**config.mk**
```make
export PLATFORM = sky130hd
export DESIGN_NAME = id_ex_pipe_reg
export DESIGN_NICKNAME = d
export VERILOG_FILES = /design/src/rtl/id_ex_pipe_reg.sv
export SDC_FILE = /design/constraint.sdc
export NUM_CORES = 1
export LEC_CHECK = 0
export CORE_ASPECT_RATIO = 1.25
export CORE_UTILIZATION = 38
export CTS_BUF_LIST = sky130_fd_sc_hd__clkbuf_16
export DETAILED_ROUTE_END_ITERATION = 6
export GPL_TIMING_DRIVEN = 0
export PLACE_DENSITY = 0.87
export REMOVE_ABC_BUFFERS = 1
export SLEW_MARGIN = 30
export SYNTH_ARGS = -nofsm -noshare
export SYNTH_HDL_FRONTEND = slang
export SYNTH_SLANG_ARGS = --single-unit
```
**constraint.sdc**
```tcl
create_clock -name clk -period 2.2 [get_ports clk]
set_input_delay 0.44 -clock clk [delete_from_list [all_inputs] [get_ports clk]]
set_output_delay 0.44 -clock clk [all_outputs]
set_load 0.01 [all_outputs]
```
**src/rtl/id_ex_pipe_reg.sv**
```systemverilog
// ID/EX pipeline register for the five-stage MIPS datapath: holds decode results for
// execute, with stall/flush, a valid bit, load-use bubble insertion and a bubble counter.
module id_ex_pipe_reg #(
  parameter int DATA_W  = 32,
  parameter int REG_W   = 5,
  parameter int ALUOP_W = 2,
  parameter int CNT_W   = 16
) (
  input  logic                 clk,
  input  logic                 rst_n,
  input  logic                 stall,
  input  logic                 flush,
  input  logic                 valid_in,
  input  logic [1:0]           ctlwb_out,
  input  logic [2:0]           ctlm_out,
  input  logic [ALUOP_W+1:0]   ctlex_out,
  input  logic [DATA_W-1:0]    npc,
  input  logic [DATA_W-1:0]    readdat1,
  input  logic [DATA_W-1:0]    readdat2,
  input  logic [DATA_W-1:0]    signext_out,
  input  logic [REG_W-1:0]     instr_2521,
  input  logic [REG_W-1:0]     instr_2016,
  input  logic [REG_W-1:0]     instr_1511,
  output logic [1:0]           wb_ctlout,
  output logic [2:0]           m_ctlout,
  output logic                 regdst,
  output logic                 alusrc,
  output logic [ALUOP_W-1:0]   aluop,
  output logic [DATA_W-1:0]    npcout,
  output logic [DATA_W-1:0]    rdata1out,
  output logic [DATA_W-1:0]    rdata2out,
  output logic [DATA_W-1:0]    s_extendout,
  output logic [REG_W-1:0]     instrout_2016,
  output logic [REG_W-1:0]     instrout_1511,
  output logic                 valid_out,
  output logic                 hazard_stall,
  output logic [CNT_W-1:0]     bubble_cnt
);

  typedef enum logic [1:0] {
    ACT_HOLD,
    ACT_BUBBLE,
    ACT_LOAD
  } act_e;

  act_e act;

  // A load in EX whose destination is read by the ID instruction; $zero never conflicts.
  assign hazard_stall = valid_out & m_ctlout[1] & valid_in & (instrout_2016 != '0) &
                        ((instrout_2016 == instr_2521) | (instrout_2016 == instr_2016));

  always_comb begin
    // NOTE: default first so every path assigns act and no latch is inferred.
    act = ACT_LOAD;
    if (flush)             act = ACT_BUBBLE;
    else if (stall)        act = ACT_HOLD;
    else if (hazard_stall) act = ACT_BUBBLE;
  end

  // NOTE: sequential state uses non-blocking assignments so every flop samples pre-edge values.
  always_ff @(posedge clk or negedge rst_n) begin
    if (!rst_n) begin
      wb_ctlout     <= '0;
      m_ctlout      <= '0;
      regdst        <= 1'b0;
      alusrc        <= 1'b0;
      aluop         <= '0;
      npcout        <= '0;
      rdata1out     <= '0;
      rdata2out     <= '0;
      s_extendout   <= '0;
      instrout_2016 <= '0;
      instrout_1511 <= '0;
      valid_out     <= 1'b0;
    end else begin
      unique case (act)
        ACT_BUBBLE: begin
          wb_ctlout     <= '0;
          m_ctlout      <= '0;
          regdst        <= 1'b0;
          alusrc        <= 1'b0;
          aluop         <= '0;
          npcout        <= '0;
          rdata1out     <= '0;
          rdata2out     <= '0;
          s_extendout   <= '0;
          instrout_2016 <= '0;
          instrout_1511 <= '0;
          valid_out     <= 1'b0;
        end
        ACT_LOAD: begin
          wb_ctlout     <= ctlwb_out;
          m_ctlout      <= ctlm_out;
          regdst        <= ctlex_out[ALUOP_W+1];
          aluop         <= ctlex_out[ALUOP_W:1];
          alusrc        <= ctlex_out[0];
          npcout        <= npc;
          rdata1out     <= readdat1;
          rdata2out     <= readdat2;
          s_extendout   <= signext_out;
          instrout_2016 <= instr_2016;
          instrout_1511 <= instr_1511;
          valid_out     <= valid_in;
        end
        default: ;
      endcase
    end
  end

  // Saturating: once all ones the count sticks until reset.
  always_ff @(posedge clk or negedge rst_n) begin
    if (!rst_n)
      bubble_cnt <= '0;
    else if (act == ACT_BUBBLE && bubble_cnt != '1)
      bubble_cnt <= bubble_cnt + CNT_W'(1);
  end

endmodule
```
After elaboration in Yosys (flattened, before gate mapping)
Index checks and enable logic that the tools add are counted.
{"block": "totals", "reg_bits": 164, "in_bits": 157, "word_cells": 42}
{"block": "classes", "add_sub_neg": 1, "n_eq_ne": 5, "mux": 15, "n_bitwise": 5, "reduce_logical": 3}
{"operator": "32-bit one-hot mux with 2 select lines", "count": 4}
{"operator": "5-bit one-hot mux with 2 select lines", "count": 2}
{"operator": "16-bit by 1-bit adder with 16-bit output, second input constant", "count": 1}
{"operator": "16-bit != test, second input constant", "count": 1}
{"operator": "5-bit == test", "count": 2}
{"operator": "2-bit one-hot mux with 2 select lines", "count": 2}
{"operator": "2-bit 2-to-1 mux", "count": 3}
{"operator": "1-bit one-hot mux with 2 select lines", "count": 3}
{"operator": "3-bit one-hot mux with 2 select lines", "count": 1}
{"operator": "5-bit nonzero test", "count": 1}
{"operator": "1-bit bitwise AND", "count": 4}
{"operator": "2-bit by 1-bit == test with 1-bit output, second input constant", "count": 1}
{"operator": "2-bit == test, second input constant", "count": 1}
{"operator": "2-bit nonzero test", "count": 1}
{"operator": "1-bit logical AND", "count": 1}
{"operator": "1-bit bitwise OR", "count": 1}

Logic depth before layout (Yosys ltp)
Gate-level depths: netlist of run 1.
{"block": "logic_depth", "depth_word": 9, "ltp_mapped": 9, "depth_no_buf": 7}

Worst setup path after synthesis of run 1
No wires, ideal clock.
{"block": "synth_path", "path_kind": "register to output", "start": "register instrout_2016[1]", "end": "output port hazard_stall", "arrival_ns": 1.732, "slack_ns": 0.028, "path_stages_with_launch": 8, "path_buffers": 3, "path_cell_list": "dfrtp_1 or4_1 o2111ai_2 nand2b_1 buf_4 buf_6 buf_6 inv_1"}
{"block": "synth_via", "elab_chain_cells": 3, "word_cells_on_any_way": 6, "classes_between": "eq/ne: 2; bitwise: 3; reduce/logical: 1"}
{"item": "from (decl)", "line": "33", "source": "output logic [REG_W-1:0] instrout_2016,"}
{"item": "from (signal assigned)", "line": "101", "source": "instrout_2016 <= instr_2016;"}
{"item": "5-bit == test or 5-bit nonzero test (tied branches)", "line": "50, 49"}
{"item": "1-bit bitwise OR or 1-bit bitwise AND (tied branches)", "line": "50, 49"}
{"item": "1-bit bitwise AND (*)", "line": "49", "source": "assign hazard_stall = valid_out & m_ctlout[1] & valid_in & (instrout_2016 != '0) &"}
{"item": "to (decl)", "line": "36", "source": "output logic hazard_stall,"}
Every way passes the cells marked *; elsewhere a longest branch is shown, timed or not.

Final worst setup path of run 1
{"block": "layout_path", "start": "register instrout_2016[3]", "end": "output port hazard_stall"}
Same word-level chain as after synthesis.

==> summary.md, run 1 <==
| Metric | Value |
|---|---|
| Synth top area share | 55.53% |
| Clk_lat worst skew | 0.42 ns |
| Largest net degree at the start of global routing | 130 |
| DP Worst Slack | -1.270 ns |
| Critical path fanouts, max | 5 |
| Root Buffer | clkbuf_16 |
| Syn Std Cell Area | 7391 um^2 |
| Fraction of layout cells with a size suffix above 1 | 13.63% |
| Final setup fails | 129 |
| Routed vias/inst | 5.351 |
| Most common library cell in the layout ignoring fill and taps | clkdlybuf4s50_1 |
| Synth warnings | 0 |
| Drc violations | 0 |
| Routed WL | 25910 um |
| Dpl cells | 1247 |
| Max-Cap Viols | 0 |
| RSZ-0062 raised after global routing | true |
| Die height | 157.9 um |
| Synth area leaders | dfrtp_1, nand3b_1, a21oi_1, nand2_1, clkbuf_1 |
| RePlAce Congestion | 0.8215 |
| Critical Path Sink Type | output port |
| Worst reg2reg path endpoint | rdata2out[10] |
| Slew margin rel. | 64.95% |
| Critical path arrival | 2.05 ns |
| Most frequent cells in the layout | clkdlybuf4s50_1, dfrtp_1, nand2_1, nand3b_1, a21oi_1 |
| Remaining global-route overflow | 0 |
| Pwr Density | 666.0 nW/um^2 |
| Seq cells post-synth | 164 |
| 1st-iter DRT viols | 380 |
| Outcome | finished with violations |
| GR Util All Layers | 24.91% |
| Dpl hpwl | 14360 um |
| Top-Level Pins | 322 |
| Antenna diodes | 0 |
| Num rows | 56 |
| Port Buffers | 321 |
| Post-Synthesis Cells | 755 |
| Die ar. | 20020 um^2 |
| Fmax | 401.8 MHz |
| Worst-path clk slew | 0.07 ns |
| Critical hold path startpoint | stall |
| VDD IR max | 0.4171 mV |
| Initial antenna violation count | 0 |
| CTS Buffer Depth | 2 |
| Failing checks | negative setup slack |
| Register area share after synthesis | 55.53% |
| CP Launch Type | register |
| Area growth from synthesis to layout | 67.67% |
| Final WS setup | -0.2889 ns |
| Nets | 1238 |
| Cell area after layout | 12390 um^2 |
| H-tree levels | 4 |
| Fin. max-slew vios | 0 |
| Vias | 7090 |
| Initial DRT Pass Iterations | 4 |
| Worst Skew | 0.01205 ns |
| Starting density of the core | 39.07% |
| Final period utilization | 113.1% |
| Lkg Pwr | 5.047 nW |
| Worst Hold Margin | 0.3957 ns |
| Non-Filler Instances | 1325 |
| Global-route wire length before repair | 38010 um |
| Worst-Margin Slew | 0.5257 ns |
| Number of global-route vias before repair | 6986 |
| Final setup TNS | -12.63 ns |
| Hold violation count in the final report | 0 |
| CP required | 1.76 ns |
| Hold Path End | rdata1out[10] |
| Die X-Extent | 126.7 um |
| R2R depth | 10 |
| Final ANT Viol Nets | 0 |
| Critical Path Source | instrout_2016[3] |
| Final min period | 2.489 ns |
| Synthesized area per cell | 9.789 um^2 |
| FF-to-FF Start | instrout_2016[3] |
| Synth unique cells | 29 |
| Largest area contributor in the netlist | dfrtp_1 |
| CTS Buf Count | 17 |
| Routed len/inst | 19.56 um |
| CTS tree | done |
| Area after DPL | 10740 um^2 |
| Core box area | 18920 um^2 |
| Hold path depth | 3 |
| Worst Hold Class | input pin to register |
| Clk sinks | 164 |
| Reg2reg setup slack | -0.18 ns |
| Setup Crit Path Kind | register to output port |
power breakdown:
part / switching, mW / internal [mW] / total, mW
clock network: 1.29 / 1.80 / 3.09
logic: 0.705 / 0.958 / 1.66
registers: 0.238 / 3.26 / 3.50
total: 2.24 / 6.02 / 8.25
cells in the mapped netlist:
library cell,instances
nor2_1,11
ha_1,1
buf_8,1
a21oi_1,149
a311oi_1,1
nand4_1,1
and4_1,1
nand2b_1,2
o22ai_1,1
clkbuf_1,50
mux2_2,2
buf_2,3
xor2_1,12
dfrtp_1,164
buf_6,12
a21oi_2,1
nand3_1,10
xnor2_1,11
nor3_1,5
nand3b_1,148
o21ai_0,1
buf_4,2
o2111ai_2,1
inv_1,4
a31oi_1,1
and3_1,2
o41a_1,1
or4_1,1
nand2_1,156
per-stage QoR:
step / util [%] / power, mW
after global routing: 65.50 / 8.589
after floorplan: - / 4.005
final: 65.50 / 8.253
after global placement: 55.64 / 5.086
after CTS: 64.17 / 8.233
after detailed placement: 56.78 / 5.092
per-layer routing:
layer  routed length [um]  up-vias  track usage [%]
met2                13270      258            42.67
met1                10210     3548            29.83
met5                    0        -                0
li1                     -     3228                -
met3                 1533       56            6.252
met4                  900        0            10.71
flip-flops by register name, summed over array words and instances (netlist names), 2 cells and up:
signal / count
bubble_cnt: 16
npcout: 32
rdata2out: 32
wb_ctlout: 2
m_ctlout: 3
instrout_1511: 5
aluop: 2
instrout_2016: 5
rdata1out: 32
s_extendout: 32
kinds of logic (layout without fill, tap and decap cells):
group           after synthesis  after routing  synth area share, %
simple gates                337            340                25.17
flops                       164            164                55.53
compound gates              156            156                10.92
buf+inv                      72            407                5.180
xor+xnor                     23             23                2.726
mux                           2              2               0.3047
fa+ha+maj                     1              1               0.1693
timing repair:
action / in CTS / in global routing
cloned: 15 / 3
pin swaps: 151 / 61
endpoints found under the hold margin: 8 / 0
endpoints found under the setup margin: 127 / 151
setup buffers: 26 / 6
hold buffers: 1 / 0
resized for setup: 61 / 52
how the worst max path moves through the flow:
stage                     slack, ns             to  cells past startpoint
after floorplan               -2.44   hazard_stall                      4
after detailed placement      -1.27   hazard_stall                      8
after global routing          -0.35   hazard_stall                      6
after global placement        -6.26  rdata2out[14]                      1
after CTS                     -0.34   hazard_stall                      6
final                         -0.29   hazard_stall                      6
worst max-delay path, cell delays in order, from the launching register on:
cell and delay [ns]:
dfrtp_2 0.46, or4_4 0.51, o2111ai_4 0.21, nand2b_4 0.19, buf_16 0.13, inv_4 0.03, buf_6 0.10
cell type report:
cell class                      instances  area (um^2)
Sequential cell                       164         4106
Inverter                                4        17.52
Fill cell                            1392         6526
Clock buffer                           17        425.4
Timing Repair Buffer                  371         4163
Multi-Input combinational cell        522         3209
Clock inverter                         15        180.2
Tap cell                              232        290.3
(Power assumes the default switching activity.)
==> run 2, diff against run 1 <==
==> constraint.sdc (replaced) <==
create_clock -name clk -period 2.2 [get_ports clk]
set_input_delay 0.44 -clock clk [delete_from_list [all_inputs] [get_ports clk]]
set_output_delay 0.44 -clock clk [all_outputs]
set_load 0.005 [all_outputs]
==> run 2 against run 1 <==
The flow still finishes with violations (negative setup slack). Combinational power is 6% lower. Setup slack better by 0.0075 ns. Register-to-register slack hardly changed. Final area is 0.93% lower. Count of clock-buffer cells in the layout stayed put. Sequential cell count stayed put. Fmax is 0.30% higher. Global-route usage hardly changed. Hold slack hardly changed. Largest power group unchanged. Critical path depth stayed put. Sequential share of layout area is 0.31 points higher. Utilization is 0.61 points lower.
==> summary.md, run 2 (same netlist as run 1, synthesis figures left out) <==
| Metric | Value |
|---|---|
| Outcome | finished with violations |
| Failing checks | negative setup slack |
| Port Buffers | 321 |
| R2R depth | 11 |
| CTS tree | done |
| Internal cell power | 6.008 mW |
| Final setup TNS | -7.740 ns |
| Setup Crit Path Kind | register to output port |
| Non-Filler Instances | 1322 |
| Critical Path Sink Type | output port |
| FF-to-FF Start | instrout_2016[3] |
| Starting density of the core | 39.07% |
| Crit path buf inv count | 3 |
| Number of global-route vias before repair | 6975 |
| Nets | 1235 |
| Fillers | 1407 |
| Worst-path clk slew | 0.07 ns |
| Largest net degree at the start of global routing | 130 |
| Worst Hold Class | input pin to register |
| VDD IR max | 0.4196 mV |
| Worst reg2reg path endpoint | s_extendout[13] |
| Final ANT Viol Nets | 0 |
| Initial antenna violation count | 0 |
| Fmax | 403.0 MHz |
| Lkg Pwr | 5.011 nW |
| Core box area | 18920 um^2 |
| Drc violations | 0 |
| Routed len/inst | 19.81 um |
| Routed WL | 26190 um |
| Hold path depth | 3 |
| Global-route wire length before repair | 37960 um |
| Initial DRT Pass Iterations | 5 |
| CP required | 1.76 ns |
| Worst-Margin Slew | 0.5043 ns |
| Slowest-stage cell, CP | or4_4 |
| CTS Buffer Depth | 2 |
| Most common library cell in the layout ignoring fill and taps | clkdlybuf4s50_1 |
| Routed vias/inst | 5.385 |
| Top-Level Pins | 322 |
| Dpl cells | 1247 |
| Die ar. | 20020 um^2 |
| Delay-heaviest family, CP | simple AND/OR/NAND/NOR gates |
| Clk_lat worst skew | 0.42 ns |
| GR Util All Layers | 24.91% |
| Die height | 157.9 um |
| Clk sinks | 164 |
| Critical path fanouts, max | 5 |
| Dpl hpwl | 14360 um |
| 1st-iter DRT viols | 387 |
| Most frequent cells in the layout | clkdlybuf4s50_1, dfrtp_1, nand2_1, nand3b_1, a21oi_1 |
| Final min period | 2.481 ns |
| Max-Cap Viols | 0 |
| RePlAce Congestion | 0.8215 |
| Final WS setup | -0.2814 ns |
| Pwr Density | 663.3 nW/um^2 |
| Hold Path End | rdata1out[10] |
| Critical path arrival | 2.04 ns |
| Worst path max stage delay | 0.50 ns |
| Area growth from synthesis to layout | 66.11% |
| H-tree levels | 4 |
| CTS Buf Count | 17 |
| Worst path cell trace | or4_4 > o2111ai_4 > nand2b_4 > buf_16 > inv_2 > buf_2 |
| Antenna diodes | 0 |
| Share of power burned in registers | 42.8% |
| Sw Share | 26.23% |
| Root Buffer | clkbuf_16 |
| Clk pwr share | 38.0% |
| CP Launch Type | register |
| Slew margin rel. | 66.38% |
| NetSw | 2.136 mW |
| Final period utilization | 112.8% |
| Final setup fails | 116 |
| Worst Hold Margin | 0.3961 ns |
| Reg2reg setup slack | -0.17 ns |
| Die X-Extent | 126.7 um |
| Hold violation count in the final report | 0 |
| RSZ-0062 raised after global routing | true |
| Num rows | 56 |
| Power share of the combinational group | 19.1% |
| Fraction of layout cells with a size suffix above 1 | 12.57% |
| DP Worst Slack | -1.235 ns |
| Fin. max-slew vios | 0 |
| Vias | 7119 |
| Critical hold path startpoint | stall |
| Remaining global-route overflow | 0 |
| Worst Skew | 0.01462 ns |
## run 2: cell count changes in the layout (fill, tap and decap cells not counted), moves of 2 or more
cell / change
a21oi_1: +11
a21oi_2: -11
xnor2_2: +2
buf_8: +3
buf_6: -5
buf_12: -2
## run 2: final cells by class
| class | instances | area, um^2 | area share (%) |
|---|---|---|---|
| sequential | 164 | 4106 | 33.45 |
| tap | 232 | 290.3 | 2.364 |
| clock buffer | 17 | 425.4 | 3.465 |
| clock inverter | 15 | 180.2 | 1.468 |
| timing repair buffer | 368 | 4096 | 33.37 |
| inverter | 4 | 15.01 | 0.1223 |
| multi-input combinational | 522 | 3163 | 25.76 |
## run 2: how the worst max path moves through the flow
stage	start	endpoint	slack, ns	cells after the start
after global placement	rst_n	rdata2out[14]	-6.26	1
after detailed placement	instr_2521[2]	hazard_stall	-1.23	8
after CTS	instrout_2016[2]	hazard_stall	-0.33	6
after global routing	instrout_2016[2]	hazard_stall	-0.34	6
after floorplan	instrout_2016[1]	hazard_stall	-2.25	4
final	instrout_2016[3]	hazard_stall	-0.28	6
## run 2: timing repair
action / 4_1_cts / 5_1_grt
cloned: 15 / 3
resized for setup: 56 / 46
hold buffers: 1 / 0
pin swaps: 127 / 19
endpoints found under the setup margin: 127 / 151
hold endpoints to repair: 8 / 0
buffers inserted: 25 / 7
## run 2: routing by layer
metal  up-vias  share of wire, %  global-route usage, %
met5         -                 0                      0
met4         0               3.8                  11.45
met3        62               6.0                  6.894
met2       268                51                  42.20
met1      3567                39                  29.53
li1       3222                 -                      -
## run 2: power groups by stage
stage	combinational [mW]	clock [mW]	sequential [mW]
finish	1.56	3.10	3.49
CTS	1.51	3.15	3.48
floorplan	0.385	0	3.53
global placement	1.46	0	3.53
detailed placement	1.46	0	3.54
global route	1.69	3.28	3.52
## run 2: worst reg2reg max path: stages, from the launching register on
cell	delay, ns
dfrtp_2	0.44
or4_4	0.50
o2111ai_4	0.22
nand2b_4	0.20
buf_4	0.12
buf_6	0.09
buf_8	0.09
buf_8	0.11
buf_12	0.14
buf_16	0.15
nand3b_1	0.10
a21oi_2	0.13
## run 2: stage by stage
stage	util [%]	total power, mW	cell area [um^2]
6_report	64.89	8.144	12280
5_1_grt	64.89	8.486	12280
4_1_cts	63.99	8.131	12110
3_5_place_dp	56.78	4.994	10740
3_3_place_gp	55.64	4.988	10530
2_1_floorplan	-	3.911	7023
==> run 3, diff against run 2 <==
Settings changed: SKIP_LAST_GASP from default to 1.
==> run 3 against run 2 <==
Sequential cell count unchanged. Setup slack improved by 0.0064 ns. Power shrank 0.23%. The flow still finishes with violations (negative setup slack).
==> summary.md, run 3 (same netlist as run 1, synthesis figures left out) <==
| Metric | Value |
|---|---|
| GR met2 Demand/Resource | 42.28% |
| VDD IR max | 0.4201 mV |
| Final period utilization | 112.5% |
| Critical path arrival | 2.03 ns |
| Num rows | 56 |
| Worst Skew | 0.01329 ns |
| Core box area | 18920 um^2 |
| Setup Crit Path Kind | register to output port |
| CTS Buf Count | 17 |
| Clk_lat worst skew | 0.42 ns |
| Lkg Pwr | 5.017 nW |
| Worst-path clk slew | 0.07 ns |
| CTS Buffer Depth | 2 |
| CP required | 1.76 ns |
| Final setup fails | 109 |
| CP Launch Type | register |
| RePlAce Congestion | 0.8215 |
| Hold path depth | 3 |
| Most common library cell in the layout ignoring fill and taps | clkdlybuf4s50_1 |
| Critical Path Sink Type | output port |
| Remaining global-route overflow | 0 |
| Routed WL | 26010 um |
| Antenna diodes | 0 |
| Top-Level Pins | 322 |
| Worst-Margin Slew | 0.5034 ns |
| 1st-iter DRT viols | 444 |
| M3 GR Usage | 7.266% |
| RSZ-0062 raised after global routing | true |
| Final WS setup | -0.2749 ns |
| Hold violation count in the final report | 0 |
| Most frequent cells in the layout | clkdlybuf4s50_1, dfrtp_1, nand2_1, nand3b_1, a21oi_1 |
| Reg2reg setup slack | -0.17 ns |
| Worst Hold Class | input pin to register |
| Vias | 7116 |
| Die ar. | 20020 um^2 |
| Failing checks | negative setup slack |
| Max-Cap Viols | 0 |
| Final ANT Viol Nets | 0 |
| Routed len/inst | 19.66 um |
| Nets | 1236 |
| Initial antenna violation count | 0 |
| Critical path fanouts, max | 2 |
| Fin. max-slew vios | 0 |
| Fmax | 404.1 MHz |
| Global-route wire length before repair | 37960 um |
| CTS tree | done |
| GRT met1 Usage | 29.16% |
| Worst Hold Margin | 0.3956 ns |
| Dpl hpwl | 14360 um |
| Die height | 157.9 um |
| Cell area after layout | 12290 um^2 |
| Area after DPL | 10740 um^2 |
| Starting density of the core | 39.07% |
| Non-Filler Instances | 1323 |
| FF-to-FF Start | instrout_2016[2] |
| Worst reg2reg path endpoint | rdata1out[12] |
| R2R depth | 13 |
| Slew margin rel. | 66.44% |
| Largest net degree at the start of global routing | 130 |
| GR Util All Layers | 24.93% |
| Fraction of layout cells with a size suffix above 1 | 12.65% |
| Final min period | 2.475 ns |
| Drc violations | 0 |
| Number of global-route vias before repair | 6972 |
| Area growth from synthesis to layout | 66.26% |
| Dpl cells | 1247 |
| Port Buffers | 321 |
| Routed vias/inst | 5.379 |
| H-tree levels | 4 |
| Critical hold path startpoint | stall |
| Die X-Extent | 126.7 um |
| Hold Path End | rdata1out[10] |
| Pwr Density | 661.2 nW/um^2 |
| Root Buffer | clkbuf_16 |
| Outcome | finished with violations |
| Most crowded layer after global routing | met2 |
| Initial DRT Pass Iterations | 5 |
| Clk sinks | 164 |
[run 3: cell type report]
type	instances	area (um^2)
fill	1407	6630
multi-input combinational	522	3157
timing repair buffer	369	4114
clock buffer	17	425.4
inverter	4	15.01
sequential	164	4106
tap	232	290.3
clock inverter	15	180.2
[run 3: report_power, final]
group	leakage [nW]	internal (mW)	switching [mW]
sequential	2.16	3.26	0.232
clock	0.290	1.80	1.29
combinational	2.57	0.940	0.606
total	5.02	6.00	2.13
[run 3: layer usage]
layer  share of wire, %  routed length, um
met2                 51              13240
met3                6.8               1774
met4                4.0               1030
met1                 38               9962
met5                  0                  0
[run 3: per-stage QoR]
stage / power, mW / setup TNS [ns] / util (%) / setup WS, ns
after global routing: 8.477 / -17.45 / 64.95 / -0.3299
after global placement: 4.988 / -1902.79 / 55.64 / -6.261
after floorplan: 3.911 / -305.42 / - / -2.248
final: 8.125 / -8.116 / 64.95 / -0.2749
after detailed placement: 4.994 / -90.60 / 56.78 / -1.235
after CTS: 8.131 / -18.05 / 64.00 / -0.3268
[run 3: worst max-delay path, cell delays in order, from the launching register on]
cell and delay, ns:
dfrtp_2 0.42, or4_4 0.53, o2111ai_4 0.21, nand2b_4 0.19
buf_16 0.13, inv_2 0.03, buf_2 0.11
[run 3: what timing repair did]
action	CTS	global route
resized for setup	54	41
pin swaps	100	43
cloned	15	3
setup buffers	25	7
hold endpoints to repair	8	0
hold buffers	1	0
endpoints found under the setup margin	127	151
[run 3: worst max-delay path by stage]
| stage | from | end | slack [ns] | depth (start not counted) |
|---|---|---|---|---|
| finish | instrout_2016[2] | hazard_stall | -0.27 | 6 |
| global route | instrout_2016[3] | hazard_stall | -0.33 | 6 |
| CTS | instrout_2016[2] | hazard_stall | -0.33 | 6 |
| detailed placement | instr_2521[2] | hazard_stall | -1.23 | 8 |
| global placement | rst_n | rdata2out[14] | -6.26 | 1 |
| floorplan | instrout_2016[1] | hazard_stall | -2.25 | 4 |
